**config.mk**
```make
export PLATFORM = sky130hd
export DESIGN_NAME = cnt_popcount_seq
export DESIGN_NICKNAME = d
export VERILOG_FILES = /design/src/rtl/cnt_popcount_seq.sv
export SDC_FILE = /design/constraint.sdc
export NUM_CORES = 1
export LEC_CHECK = 0
export CAP_MARGIN = 30
export CORE_UTILIZATION = 55
export CTS_CLUSTER_DIAMETER = 100
export CTS_CLUSTER_SIZE = 14
export DETAILED_ROUTE_END_ITERATION = 8
export DONT_BUFFER_PORTS = 1
export PLACE_DENSITY_LB_ADDON = 0.12
export SKIP_CTS_REPAIR_TIMING = 1
export SYNTH_ARGS = -nofsm -noshare
export SYNTH_HDL_FRONTEND = slang
export SYNTH_SLANG_ARGS = --single-unit
```
**constraint.sdc**
```tcl
create_clock -name clk_i -period 5.7 [get_ports clk_i]
set_input_delay 1.14 -clock clk_i [delete_from_list [all_inputs] [get_ports clk_i]]
set_output_delay 1.14 -clock clk_i [all_outputs]
set_load 0.05 [all_outputs]
```
**src/rtl/cnt_popcount_seq.sv**
```systemverilog
`default_nettype none
// +----------------------------------------------------------------------------+
// | Module   : cnt_popcount_seq                                                |
// | Purpose  : Sequential population counter. Accepts a depth-bit word over a  |
// |            valid/ready handshake, counts chunk bits per BUSY cycle through |
// |            one small combinational compressor, and presents the binary    |
// |            count over a valid/ready output handshake.                     |
// | Ports    : clk_i        rising-edge clock                                  |
// |            rst_ni       asynchronous active-low reset                      |
// |            in_valid_i   input word valid                                   |
// |            in_ready_o   block can accept a word                            |
// |            in_data_i    word to count (depth bits)                         |
// |            accum_i      add to previous result (optional feature only)     |
// |            out_valid_o  result valid                                       |
// |            out_ready_i  consumer accepts result                            |
// |            out_cnt_o    number of ones in the accepted word                |
// |            busy_o       high while counting                                |
// | Option   : `define CNT_POPCOUNT_ACCUM_EN adds accum_i and widens the        |
// |            accumulator by 8 bits with saturation at all-ones.              |
// | Revision : 1.0 - initial release                                           |
// +----------------------------------------------------------------------------+
module cnt_popcount_seq #(
  parameter  int depth    = 16,
  parameter  int chunk    = 4,
  localparam int cntWidth = $clog2(depth + 1),
`ifdef CNT_POPCOUNT_ACCUM_EN
  localparam int AccWidth = cntWidth + 8
`else
  localparam int AccWidth = cntWidth
`endif
) (
  input  logic                clk_i,
  input  logic                rst_ni,
  input  logic                in_valid_i,
  output logic                in_ready_o,
  input  logic [depth-1:0]    in_data_i,
`ifdef CNT_POPCOUNT_ACCUM_EN
  input  logic                accum_i,
`endif
  output logic                out_valid_o,
  input  logic                out_ready_i,
  output logic [AccWidth-1:0] out_cnt_o,
  output logic                busy_o
);

  localparam int NBEATS    = (depth + chunk - 1) / chunk;
  // Shift register spans whole beats so the last beat reads zero padding.
  localparam int ShiftW    = NBEATS * chunk;
  localparam int BeatW     = (NBEATS > 1) ? $clog2(NBEATS) : 1;
  localparam int PcW       = $clog2(chunk + 1);

  typedef enum logic [1:0] {
    S_IDLE = 2'd0,
    S_BUSY = 2'd1,
    S_DONE = 2'd2
  } state_e;

  state_e              state_q, state_d;
  logic [ShiftW-1:0]   shift_q, shift_d;
  logic [BeatW-1:0]    beat_q, beat_d;
  logic [AccWidth-1:0] count_q, count_d;
  logic                out_valid_q, out_valid_d;

  logic [PcW-1:0]      beat_pc;
  logic [AccWidth:0]   count_sum;
  logic [ShiftW-1:0]   shift_load;
  logic                accept;
  logic                keep_count;

  // Per-beat compressor: ones in the low chunk bits of the shift register.
  always_comb begin
    beat_pc = '0;
    for (int i = 0; i < chunk; i++) begin
      beat_pc = beat_pc + PcW'(shift_q[i]);
    end
  end

  // One spare carry bit; it can only be set when the widened accumulator
  // is in use, in which case the result clamps to all-ones.
  assign count_sum = {1'b0, count_q} + {{(AccWidth + 1 - PcW){1'b0}}, beat_pc};

  always_comb begin
    shift_load                = '0;
    shift_load[depth-1:0]     = in_data_i;
  end

`ifdef CNT_POPCOUNT_ACCUM_EN
  assign keep_count = accum_i;
`else
  assign keep_count = 1'b0;
`endif

  // In DONE the ready is a pass-through of the consumer ready, which is
  // what allows a new word to be taken in the same cycle the result leaves.
  assign in_ready_o = (state_q == S_IDLE) || ((state_q == S_DONE) && out_ready_i);
  assign accept     = in_valid_i && in_ready_o;

  always_comb begin
    state_d     = state_q;
    shift_d     = shift_q;
    beat_d      = beat_q;
    count_d     = count_q;
    out_valid_d = out_valid_q;

    case (state_q)
      S_IDLE: begin
      end
      S_BUSY: begin
        count_d = count_sum[AccWidth] ? '1 : count_sum[AccWidth-1:0];
        shift_d = shift_q >> chunk;
        if (beat_q == '0) begin
          state_d     = S_DONE;
          out_valid_d = 1'b1;
        end else begin
          beat_d = beat_q - BeatW'(1);
        end
      end
      S_DONE: begin
        if (out_ready_i) begin
          state_d     = S_IDLE;
          out_valid_d = 1'b0;
        end
      end
      default: begin
        state_d     = S_IDLE;
        out_valid_d = 1'b0;
      end
    endcase

    // Accept overrides the per-state defaults (covers IDLE and DONE).
    if (accept) begin
      shift_d     = shift_load;
      count_d     = keep_count ? count_q : '0;
      beat_d      = BeatW'(NBEATS - 1);
      state_d     = S_BUSY;
      out_valid_d = 1'b0;
    end
  end

  always_ff @(posedge clk_i or negedge rst_ni) begin
    if (!rst_ni) begin
      state_q     <= S_IDLE;
      shift_q     <= '0;
      beat_q      <= '0;
      count_q     <= '0;
      out_valid_q <= 1'b0;
    end else begin
      state_q     <= state_d;
      shift_q     <= shift_d;
      beat_q      <= beat_d;
      count_q     <= count_d;
      out_valid_q <= out_valid_d;
    end
  end

  assign out_valid_o = out_valid_q;
  assign out_cnt_o   = count_q;
  assign busy_o      = (state_q == S_BUSY);

endmodule
`default_nettype wire

```
After elaboration in Yosys (flattened, before gate mapping)
Cells that the tools add are included.
Word-level totals
  register bits: 26
  bits of input ports: 20
  logic and storage cells: 40
Cells by class
  $add $sub $neg: 5
  equal/unequal tests: 6
  mux-type cells: 16
  reductions and logical operators: 8
Operators by type and width (number)
  2-to-1 mux 16 bit: 2
  2-to-1 mux 5 bit: 3
  2-to-1 mux 2 bit: 6
  adder 5 x 3 -> 6 bit: 1
  case mux 2 bit (3 select lines): 1
  logical NOT 2 bit: 2
  != test 2 bit, second input constant: 2
  adder 2 x 1 -> 3 bit: 1
  adder 3 x 1 -> 3 bit: 1
  2-to-1 mux 1 bit: 3
  != test 3 x 1 -> 1 bit, second input constant: 1
  != test 3 bit, second input constant: 1
  case mux 1 bit (3 select lines): 1
  AND reduction 3 bit: 1
  adder 1 x 1 -> 2 bit: 1
  == test 2 x 1 -> 1 bit, second input constant: 1
  == test 2 bit, second input constant: 1
  logical AND 1 bit: 2
  AND reduction 2 bit: 1
  nonzero test 2 bit: 1
  subtractor 2 x 1 -> 2 bit, second input constant: 1
  logical OR 1 bit: 1

Depth between registers and ports, before layout
  depth in word-level cells: 7
  gate-level depth with buffers: 7
  mapped depth without buffers: 7

Worst setup path after synthesis
No wires, ideal clock.
  path kind: input -> output
  from: input out_ready_i
  to: output in_ready_o
  arrival: 1.932 ns
  required time: 4.560 ns
  slack: 2.628 ns
  stages on the path: 3
  path buffers: 1
  path through: nor2b_2 buf_6 nor2_1
Between the ends
  cells in the longest elaborated chain, start to end: 2
RTL lines
  start, declared: RTL line 41  | input logic out_ready_i,
  logical AND 1 bit: RTL line 95  | assign in_ready_o = (state_q == S_IDLE) || ((state_q == S_DONE) && out_ready_i);
  logical OR 1 bit: RTL line 95
  end, declared: RTL line 35  | output logic in_ready_o,
No other way between the ends.

==> impl_results.md <==
- Final WS setup: between 2 and 2.5 ns
- Clock sink total: 25
- Number of global-route vias before repair: around 910
- LEAKAGE: between 0.5 and 0.6 nW
- CTS H-tree lvls: 1
- Synthesized flop and latch total: 25
- Tot GR Track Use: 0.221
- Area Growth Syn to Fin: 1.27%
- Overall Power: just under 0.0009 W
- Die footprint: approximately 2500 sq um
- Fillers: about 200
- Min-delay worst type: in -> async
- Clock latency on the worst-skew pair: 0.32 ns
- Largest net degree at the start of global routing: 26
- Routed WL per cell: roughly 17 microns
- Final nets: between 100 and 150
- CP max FO: 20
- Fin crit share: 0.580
- Die height: approximately 50 microns
- Worst Skew: between 0.008 and 0.009 ns
- Rel. slew slack: 0.343
- Port bufs: 0
- FMAX: 302 MHz
- Final Max Tran Viols: 0
- Sequential area share after synthesis: 0.489
- DP HPWL: 1.71 mm
- Ys flop type: dfrtp_1
- Global-route wire length before repair: about 4.2 mm
- Req. time, crit path: around 4.6 ns
- Ys async rst share: 1.00
- Clock slew at reported path FFs: 0.14 ns
- Initial antenna violation count: 0
- Worst Max-Slew Pin Slew: about 0.98 ns
- Synth top area share: 0.489
- Peak VDD IR: ~0.32 mV
- # DRC: 0
- Antenna Diode Count: 0
- Core Area: ~2200 sq um
- Post-synth EDFFs: 0
- CTS max path bufs: 2
- Status: completed
- Pwr Density: ~670 nW/um^2
- Setup_tns: 0 ns
- Crit. End Element: primary output
- TritonCTS Buffers: 3
- Multi-input logic area: 574 sq um
- Starting Density: 0.579
- Vias: just under 900
- Most common cell after layout, fill and taps aside: dfrtp_1
- Setup Viol. Count Final: 0
- Mapped Cells: 118
- Mapped Nets: around 140
- Num rows: 17
- Most frequent cells in the layout: dfrtp_1 (25), and2_1 (12), o21ai_0 (11)
- Final hold violation count: 0
- Unrepaired setup endpoints after global routing: no
- Share of cells above drive strength 1: 0.0696
- Setup WS pre-CTS: roughly 2.7 ns
- Placer congestion estimate: around 0.73
- Syn Area/Cell: approximately 11 sq um
- Initial drt markers: 20
- TritonCTS clock tree: done
- Cell Area, Synth: ~1300 sq um
- Detail Route Antenna Nets: 0
- Crit Path Category: reg -> out
- Register area: approximately 630 sq um
- Syn. warnings: 0
- Final cell count without fillers: ~140
- Synth area leader: dfrtp_1
- CTS Root Cell: clkbuf_4
- Placed Cells: between 100 and 150
- Pre-antenna DRT Iters: 4
- Final WL: 2.38 mm
- Total grt overflow: 0
- Unique masters post-synth: 34
- Fin crit period: ~3.3 ns
- I/O pin count: 28
- Synth area leaders: dfrtp_1 (49%), a221o_1 (7.8%), and2_1 (5.9%), fa_1 (4.7%), o21ai_0 (4.3%)
- Fin Hold WS: 0.489 ns
- Crit path DAT: 2.17 ns
- Die Width: between 50 and 60 microns
- Via density per instance: 6.25
- Max-Cap Viols: 0
- Startpoint Class: flip-flop
## final timing paths
path	start	cells after the start	end	slack, ns
worst max register to register	out_cnt_o[0]	7	out_cnt_o[4]	2.62
worst max-delay path	out_valid_o	2	busy_o	2.39
worst min register to register	shift_q[10]	1	shift_q[10]	0.52
max in group asynchronous	rst_ni	0	shift_q[9]	5.13
min in group clk_i	shift_q[10]	1	shift_q[10]	0.52
worst min-delay path	rst_ni	0	shift_q[5]	0.49
## layout make-up
class	count	share of cell area
clock inverter	1	0.00386
multi-input combinational	77	0.443
clock buffer	3	0.0174
inverter	9	0.0261
tap	28	0.0270
sequential	25	0.483
## per-layer routing
metal | up-vias | GRT usage | share of wire
met5 | - | 0 | 0
met4 | 0 | 0.0381 | 0.0055
met3 | 2 | 0.0848 | 0.075
met2 | 31 | 0.373 | 0.50
met1 | 441 | 0.268 | 0.42
li1 | 420 | - | -
## state kept, by name, summed over array words and instances, names as in the netlist
register,flops
shift_q,16
out_valid_o,1
state_q,1
beat_q,2
out_cnt_o,5
## cells by family (layout without fill, tap and decap cells)
logic type                 Yosys count  in the layout  synth area share
AOI/OAI and AO/OA                   36             36             0.216
and+or+nand+nor                     35             35             0.158
DFF                                 25             25             0.489
buffers and inverters               16             13            0.0625
adders and majority gates            5              5            0.0665
muxes                                1              1           0.00782
## per-stage QoR
stage,area (sq um),utilization
CTS,1300,0.586
global placement,1270,0.574
finish,1300,0.586
floorplan,1280,-
global route,1300,0.586
detailed placement,1270,0.574
## cell usage after synthesis, types with 3 or more instances
cell     count
buf_2        3
fa_1         3
nand2_1      7
o21ai_0     11
inv_1        9
nand3_1      5
and2_1      12
dfrtp_1     25
a221o_1     10
## critical path: stages (launching register included)
cell	delay (ns)
dfrtp_1	0.61
nand2b_1	0.42
inv_1	0.81
## power by group
group          total [W]  switching (W)  leakage (nW)  internal [W]
Combinational   0.000408       0.000241         0.231      0.000167
Clock          0.0000788      0.0000526        0.0177     0.0000263
Sequential      0.000378       0.000120         0.313      0.000258
Total           0.000865       0.000413         0.562      0.000452
Note: power is estimated with default switching activity, not from simulation.
